## config.mk

```make
export PLATFORM = sky130hd
export DESIGN_NAME = r4_input_buf
export DESIGN_NICKNAME = d
export VERILOG_FILES = /design/src/rtl/r4_input_buf.sv
export SDC_FILE = /design/constraint.sdc
export NUM_CORES = 1
export LEC_CHECK = 0
export CORE_MARGIN = 5
export CORE_UTILIZATION = 50
export CTS_BUF_LIST = sky130_fd_sc_hd__clkbuf_4
export CTS_CLUSTER_SIZE = 16
export DETAILED_ROUTE_END_ITERATION = 8
export PLACE_DENSITY = 0.71
export REMOVE_ABC_BUFFERS = 1
export SETUP_SLACK_MARGIN = 0.2
export SYNTH_ARGS = -nofsm -noshare
export SYNTH_HDL_FRONTEND = slang
export SYNTH_SLANG_ARGS = --single-unit
```

## constraint.sdc

```tcl
create_clock -name clk -period 9.5 [get_ports clk]
set_input_delay 1.425 -clock clk [delete_from_list [all_inputs] [get_ports clk]]
set_output_delay 1.425 -clock clk [all_outputs]
set_load 0.02 [all_outputs]
```

## src/rtl/r4_input_buf.sv

```systemverilog
// r4_input_buf: buffers one N-point complex frame and emits radix-4 DIF groups at stride N/4
module r4_input_buf #(
  parameter int DW = 16,
  parameter int N = 16,
  localparam int GW = (N > 4) ? $clog2(N / 4) : 1
) (
  input  logic          clk,
  input  logic          rst,
  input  logic          s_valid,
  output logic          s_ready,
  input  logic [DW-1:0] s_r,
  input  logic [DW-1:0] s_i,
  input  logic          s_last,
  output logic          g_valid,
  input  logic          g_ready,
  output logic [DW-1:0] g_x0_r,
  output logic [DW-1:0] g_x0_i,
  output logic [DW-1:0] g_x1_r,
  output logic [DW-1:0] g_x1_i,
  output logic [DW-1:0] g_x2_r,
  output logic [DW-1:0] g_x2_i,
  output logic [DW-1:0] g_x3_r,
  output logic [DW-1:0] g_x3_i,
  output logic [GW-1:0] g_idx,
  output logic          g_last,
  output logic          frame_err
);
  localparam int Q = N / 4;
  localparam int AW = $clog2(N);
  typedef enum logic {FILL, DRAIN} state_t;
  state_t          st_q, st_d;
  logic [AW-1:0]   wcnt_q, wcnt_d;
  logic [GW-1:0]   k_q, k_d, idx_q, idx_d;
  logic            gv_q, gv_d, gl_q, gl_d, err_q, err_d;
  logic [2*DW-1:0] gx_q [4];
  logic [2*DW-1:0] gx_d [4];
  logic [2*DW-1:0] mem_q [4][Q];
  logic            hs, full, load, done;
  logic [1:0]      wbank;
  logic [GW-1:0]   woff;
  assign s_ready = st_q == FILL;
  assign hs = s_valid && s_ready;
  assign full = wcnt_q == AW'(N - 1);
  assign wbank = 2'(wcnt_q / AW'(Q));
  assign woff = GW'(wcnt_q % AW'(Q));
  // the final group must not be reloaded; its handshake ends the drain instead
  assign load = st_q == DRAIN && (!gv_q || (g_ready && !gl_q));
  assign done = gv_q && gl_q && g_ready;
  always_comb begin
    st_d = st_q;
    wcnt_d = wcnt_q;
    k_d = k_q;
    idx_d = idx_q;
    gv_d = gv_q;
    gl_d = gl_q;
    gx_d = gx_q;
    err_d = 1'b0;
    if (hs) begin
      wcnt_d = (s_last || full) ? '0 : wcnt_q + AW'(1);
      err_d = s_last != full;
      st_d = (s_last && full) ? DRAIN : FILL;
      k_d = (s_last && full) ? '0 : k_q;
    end
    if (load) begin
      gv_d = 1'b1;
      idx_d = k_q;
      gl_d = k_q == GW'(Q - 1);
      k_d = k_q + GW'(1);
      gx_d = '{mem_q[0][k_q], mem_q[1][k_q], mem_q[2][k_q], mem_q[3][k_q]};
    end
    if (done) begin
      gv_d = 1'b0;
      gl_d = 1'b0;
      st_d = FILL;
    end
  end
  always_ff @(posedge clk or posedge rst) begin
    if (rst) begin
      st_q <= FILL;
      wcnt_q <= '0;
      k_q <= '0;
      idx_q <= '0;
      gv_q <= 1'b0;
      gl_q <= 1'b0;
      err_q <= 1'b0;
      gx_q <= '{default: '0};
    end else begin
      st_q <= st_d;
      wcnt_q <= wcnt_d;
      k_q <= k_d;
      idx_q <= idx_d;
      gv_q <= gv_d;
      gl_q <= gl_d;
      err_q <= err_d;
      gx_q <= gx_d;
    end
  end
  always_ff @(posedge clk) begin
    if (hs) mem_q[wbank][woff] <= {s_r, s_i};
  end
  assign g_valid = gv_q;
  assign g_idx = idx_q;
  assign g_last = gl_q;
  assign frame_err = err_q;
  assign g_x0_r = gx_q[0][2*DW-1:DW];
  assign g_x0_i = gx_q[0][DW-1:0];
  assign g_x1_r = gx_q[1][2*DW-1:DW];
  assign g_x1_i = gx_q[1][DW-1:0];
  assign g_x2_r = gx_q[2][2*DW-1:DW];
  assign g_x2_i = gx_q[2][DW-1:0];
  assign g_x3_r = gx_q[3][2*DW-1:DW];
  assign g_x3_i = gx_q[3][DW-1:0];
endmodule

```

==> results.md <==
* Ranking of synthesized cells by area: edfxtp_1, dfrtp_1, mux4_2
* Power Total at 5.694 mW
* First-pass GRT wire length at 75540 µm
* Worst-path maximum fanout at 7
* DRC viols at 0
* WHS Endpoint: g_x0_i[0]
* #FFs+latches synth at 652
* Yosys top cell area share at 64.24%
* Arrival time worst endpoint at 2.12 ns
* Cell Area, Synth at 23930 µm²
* Worst hold slack at 0.5043 ns
* Final period util at 37.27%
* Post-Layout Cell Count at 2073
* DR vias/cell at 5.487
* Standard-cell rows at 80
* # H-tree levels at 4
* Final critical-path required period at 3.541 ns
* GRT Total Usage at 19.12%
* CP max stage delay at 0.63 ns
* Post-CTS Setup Inserts at 0
* Largest net degree at the start of global routing at 108
* Cts hold-fix bufs at 0
* Reg-to-reg endpoint: g_x3_i[11]
* Clk slew on worst S/H paths at 0.06 ns
* Initial DRC Count at 919
* DP Area at 26340 µm²
* Final setup fails at 0
* Initial Util at 50.34%
* Core region area at 47550 µm²
* ANT nets after route at 0
* Max Transition Viols Final at 0
* R2R Setup Slk at 6.47 ns
* Post-detail-place hpwl at 27490 µm
* Leakage at 10.38 nW
* Drt pass-1 iters at 5
* Crit path kind: reg -> out
* Commonest non-fill, non-tap cell in the layout: edfxtp_1
* Hold Crit Depth at 1
* Total congestion overflow at 0
* Most frequent cells in the layout: edfxtp_1, clkbuf_4, clkdlybuf4s50_1, dfrtp_1, mux2_2
* Via count of the first global-routing pass at 12260
* Root Buffer: clkbuf_4
* Deepest clock path buffer count at 3
* Die area at 52340 µm²
* RSZ-0062 raised after global routing: false
* Min-delay src: g_x0_i[0]
* Slew HR at 12.09%
* GPL Wtd Cong at 0.7266
* Port bufs at 170
* CP Launch Type: flop
* YS warnings at 0
* Initial antenna violation count at 2
* Routed len/inst at 23.45 µm
* Final Cell Area at 28490 µm²
* Maxcap violations at 0
* Slowest cell on crit path: clkdlybuf4s50_1
* CTS Buf Count at 161
* Worst Setup End Kind: primary output
* Fmax at 0.2824 GHz
* WP buf/inv at 2
* Worst-Margin Slew at 1.315 ns
* P_sw at 1.230 mW
* Via count at 11380
* Chip width at 228.8 µm
* Area grow syn2layout at 19.04%
* Fraction of layout cells with a size suffix above 1 at 38.23%
* Net Sw Frac at 21.60%
* Clk Latency, worst-skew pair at 0.94 ns
* Die Ht at 228.8 µm
* Post-CTS Resized at 0
* IR drop worst, VDD at 0.00009399 V
* Worst r2r src: k_q[1]
* Final wirelength at 48610 µm
* Internal Power at 4.464 mW
* Count of cell types in the netlist at 25
* Seq pwr share at 55.5%
* Fin Clk Skew at 0.05399 ns
* Post-synthesis sequential area ratio at 78.88%
* Family with the most delay on the worst path: buffers and inverters
* Yosys top cell by area: edfxtp_1
* Hold Vio Cnt, Final at 0
* R2r worst-path depth at 3
* Mapped Cells at 1024
* Power share of the clock group at 41.4%
* Nets at 1368
* CTS tree: done
* Status: finished clean
* TNS Setup at 0 ns
* Synth Area per Inst at 23.37 µm²
* CP cell instances: inv_1, clkdlybuf4s50_1
* # IOs at 171
* Combinational share of power at 3.1%
* Critical path data required time at 8.08 ns
* Worst hold-check path type: reg -> reg
* Placed cell count at 1775
* Clk sinks at 652
* Power per Cell Area at 199.9 nW/µm²
[cell type report]
type | count | area (µm²)
Timing Repair Buffer | 182 | 1804
Sequential cell | 652 | 18890
Clock buffer | 252 | 1892
Tap cell | 615 | 769.5
Multi-Input combinational cell | 318 | 4846
Antenna cell | 1 | 2.502
Clock inverter | 45 | 255.2
Fill cell | 3343 | 19060
Inverter | 8 | 35.03
[power groups by stage]
stage / registers, mW / logic [mW] / clock network (mW)
2_1_floorplan: 3.23 / 0.0776 / 0
3_3_place_gp: 3.22 / 0.176 / 0
3_5_place_dp: 3.22 / 0.181 / 0
4_1_cts: 3.16 / 0.181 / 2.43
5_1_grt: 3.16 / 0.192 / 2.61
6_report: 3.16 / 0.177 / 2.36
[sequential cells by signal, indices dropped and copies added, names as in the netlist]
name,flops
mem_q,512
g_x0_i,16
g_x0_r,16
g_x1_i,16
g_x1_r,16
g_x2_i,16
g_x2_r,16
g_x3_i,16
g_x3_r,16
wcnt_q,4
g_idx,2
k_q,2
frame_err,1
g_last,1
g_valid,1
st_q,1
[stage by stage]
step | utilization, % | setup WS (ns)
global route | 59.92 | 5.787
floorplan | - | 3.468
finish | 59.92 | 5.959
CTS | 59.92 | 5.798
global placement | 55.40 | 5.213
detailed placement | 55.40 | 5.127
[cell families (layout without fill, tap and decap cells)]
family          count (synthesis)  count (layout)  synth area share [%]
flops                         652             652                 78.88
buf+inv                        54             487                 1.364
simple gates                   36              36                0.6954
fa+ha+maj                       8               8                0.4183
other cells                     0               1                     0
mux                           262             262                 18.33
compound gates                 12              12                0.3084
[Yosys cell counts]
| cell type | n |
|---|---|
| edfxtp_1 | 512 |
| dfrtp_1 | 140 |
| mux2_2 | 131 |
| mux4_2 | 128 |
| nor2_1 | 13 |
| buf_2 | 12 |
| clkbuf_1 | 12 |
| buf_6 | 11 |
| ha_1 | 8 |
| inv_1 | 8 |
| buf_4 | 7 |
| nand2_1 | 7 |
| o21ai_0 | 6 |
| buf_1 | 4 |
| nand2b_1 | 4 |
| nand3_1 | 4 |
| nor3_1 | 4 |
| mux2i_1 | 3 |
| a22o_1 | 2 |
| a31oi_1 | 2 |
| nor2b_1 | 2 |
| a21oi_1 | 1 |
| a21oi_2 | 1 |
| and2_1 | 1 |
| nor3b_1 | 1 |
[worst max path at each step]
stage | start | end | slack [ns] | cells past startpoint
after floorplan | k_q[0] | g_x0_i[0] | 3.47 | 2
after global placement | s_valid | mem_q[2][27] | 5.21 | 4
after detailed placement | s_valid | mem_q[2][19] | 5.13 | 4
after CTS | st_q | s_ready | 5.80 | 2
after global routing | st_q | s_ready | 5.79 | 2
final | st_q | s_ready | 5.96 | 2
[worst reg2reg max path, cell delays in order, from the launching register on]
cell,delay [ns]
dfrtp_4,1.19
buf_4,0.86
mux4_2,0.58
mux2_2,0.29
[per-layer routing]
metal,GRT usage (%),up-vias,part of all wire [%]
met2,28.33,425,48
met4,6.202,2,1.5
met3,5.851,62,6.7
met1,27.72,5970,44
met5,0,-,0.014
li1,-,4916,-
No activity file was read; power rests on OpenSTA's default activity.
==> RTL change, RTL diff (same flow settings) <==
Register the output `frame_err` once more, cleared by the reset; this adds one clock of latency there. The other outputs are not delayed to match.
--- a/src/rtl/r4_input_buf.sv
+++ b/src/rtl/r4_input_buf.sv
@@ -103,3 +103,9 @@
   assign g_last = gl_q;
-  assign frame_err = err_q;
+  always_ff @(posedge clk or posedge rst) begin
+    if (rst) begin
+      frame_err <= '0;
+    end else begin
+      frame_err <= err_q;
+    end
+  end
   assign g_x0_r = gx_q[0][2*DW-1:DW];
Function: changed (a bounded check fails within 4 cycles, from zero or initial values and one cycle with rst high).
==> RTL change against the original RTL <==
- sequential cell count grew 1
- critical path type is now reg -> reg
- final area grew 0.12%
- area after synthesis grew 0.10%
- largest cell class unchanged
- setup slack lost 0.30 ns
- power grew 0.32%
- via count shrank 0.91%
- synthesized cell count is essentially flat
- critical path depth grew 2
- wire length grew 0.65%
- final cell count grew 0.19%
- sequential power is essentially flat
- first-iteration DRC count shrank 7.5%
==> RTL change: results (changes against the original RTL) <==
<table>
<tr><th>Metric</th><th>Value</th></tr>
<tr><th colspan="2">Yosys</th></tr>
<tr><td>Compound-Gate Fraction of Synth Area</td><td>0.3081% (-0.00032 points)</td></tr>
<tr><td>Post-Synth Adder-Cell Area</td><td>0.4178% (-0.00044 points)</td></tr>
<tr><td>Fraction of synthesized area in multiplexers</td><td>18.32% (-0.019 points)</td></tr>
<tr><td>Async set-or-reset flop fraction in the synthesized netlist</td><td>21.59% (+0.12 points)</td></tr>
<tr><td>Part of the Yosys area used for sequential elements</td><td>78.90% (about the same)</td></tr>
<tr><th colspan="2">Global route</th></tr>
<tr><td>Number of global-route vias before repair</td><td>12440 (+1.4%)</td></tr>
<tr><td>First-pass GRT wire length</td><td>76.00 mm (+0.61%)</td></tr>
<tr><td>Overall global routing resource usage</td><td>19.38% (+0.26 points)</td></tr>
<tr><th colspan="2">Worst setup path</th></tr>
<tr><td>Launch point of the critical path</td><td>k_q[0]</td></tr>
<tr><td>Highest-delay cell along the critical path</td><td>dfrtp_4</td></tr>
<tr><td>Data arrival time at the worst-slack endpoint</td><td>4.64 ns (+2.52 ns)</td></tr>
<tr><td>Biggest cell delay along the critical path</td><td>1.01 ns (+0.38 ns)</td></tr>
<tr><td>Largest fanout of any net on the critical path</td><td>53 (+46)</td></tr>
<tr><td>Launching point of the worst reg2reg path</td><td>k_q[0]</td></tr>
<tr><th colspan="2">Drt</th></tr>
<tr><td>Detailed Routing Iterations Pass 1</td><td>6 (+1)</td></tr>
<tr><td>DRC marker count from the first detailed-route iteration</td><td>850 (-7.5%)</td></tr>
<tr><td>Number of vias in the routed layout</td><td>11270 (-0.91%)</td></tr>
<tr><td>Total Routed Length</td><td>48.93 mm (+0.65%)</td></tr>
<tr><th colspan="2">STA</th></tr>
<tr><td>Setup Skew</td><td>0.04542 ns (-0.008578 ns)</td></tr>
<tr><td>Pin slew with the least headroom to its limit</td><td>1.240 ns (-0.07549 ns)</td></tr>
<tr><th colspan="2">Min path</th></tr>
<tr><td>Beginning of the worst hold path</td><td>err_q</td></tr>
<tr><th colspan="2">Power</th></tr>
<tr><td>Cell area power density</td><td>200.3 nW/um2 (+0.19%)</td></tr>
<tr><td>Leak</td><td>10.40 nW (+0.14%)</td></tr>
<tr><th colspan="2">Final layout</th></tr>
<tr><td>Fraction of layout cells with a size suffix above 1</td><td>38.42% (+0.20 points)</td></tr>
<tr><td>Post-layout net count</td><td>1367 (-0.073%)</td></tr>
<tr><td>Filler Cells Inserted</td><td>3372 (+0.87%)</td></tr>
<tr><th colspan="2">Status</th></tr>
<tr><td>Status</td><td>finished clean</td></tr>
<tr><th colspan="2">Placement</th></tr>
<tr><td>Placer congestion estimate</td><td>0.7150 (-1.6%)</td></tr>
</table>
## RTL change: cells by family after synthesis
family	count (synthesis)
DFF	653
buffers and inverters	54
adders and majority gates	8
muxes	262
AOI/OAI and AO/OA	12
and+or+nand+nor	36
## RTL change: area by class of cell
cell class | count | share of cell area [%]
antenna | 2 | 0.01755
clock buffer | 258 | 6.790
clock inverter | 43 | 0.8597
multi-input combinational | 318 | 16.99
tap | 615 | 2.698
inverter | 8 | 0.1228
timing repair buffer | 180 | 6.229
sequential | 653 | 66.30
## RTL change: stage by stage
| step | setup WS [ns] | std cells | power (mW) | hold WS [ns] | cell area (um2) |
|---|---|---|---|---|---|
| 2_1_floorplan | 3.468 | 979 | 3.308 | 0.3312 | 23660 |
| 3_3_place_gp | 5.282 | 1774 | 3.400 | 0.3439 | 26340 |
| 3_5_place_dp | 5.261 | 1774 | 3.409 | 0.3485 | 26340 |
| 4_1_cts | 5.456 | 2075 | 5.789 | 0.3686 | 28520 |
| 5_1_grt | 5.191 | 2077 | 5.981 | 0.3727 | 28520 |
| 6_report | 5.658 | 2077 | 5.712 | 0.3724 | 28520 |
## RTL change: per-layer routing
metal / GRT usage [%] / share of wire [%] / wire (um)
met4: 6.352 / 1.4 / 675
met2: 30.10 / 49 / 23810
met5: 0 / 0.063 / 31
met3: 5.950 / 6.7 / 3287
met1: 26.76 / 43 / 21120
## RTL change: power breakdown
part	internal [mW]	switching (mW)
clock	1.29	1.08
combinational	0.0608	0.117
sequential	3.14	0.0215
## RTL change: final timing paths
check                           cells after the start   endpoint  slack (ns)
worst max register to register                      4  g_x2_r[6]        5.66
worst max-delay path                                4  g_x2_r[6]        5.66
max in group asynchronous                           3     k_q[1]        6.84
min in group asynchronous                           2  g_x1_i[3]        0.98
worst min-delay path                                0  frame_err        0.37
worst min register to register                      0  frame_err        0.37
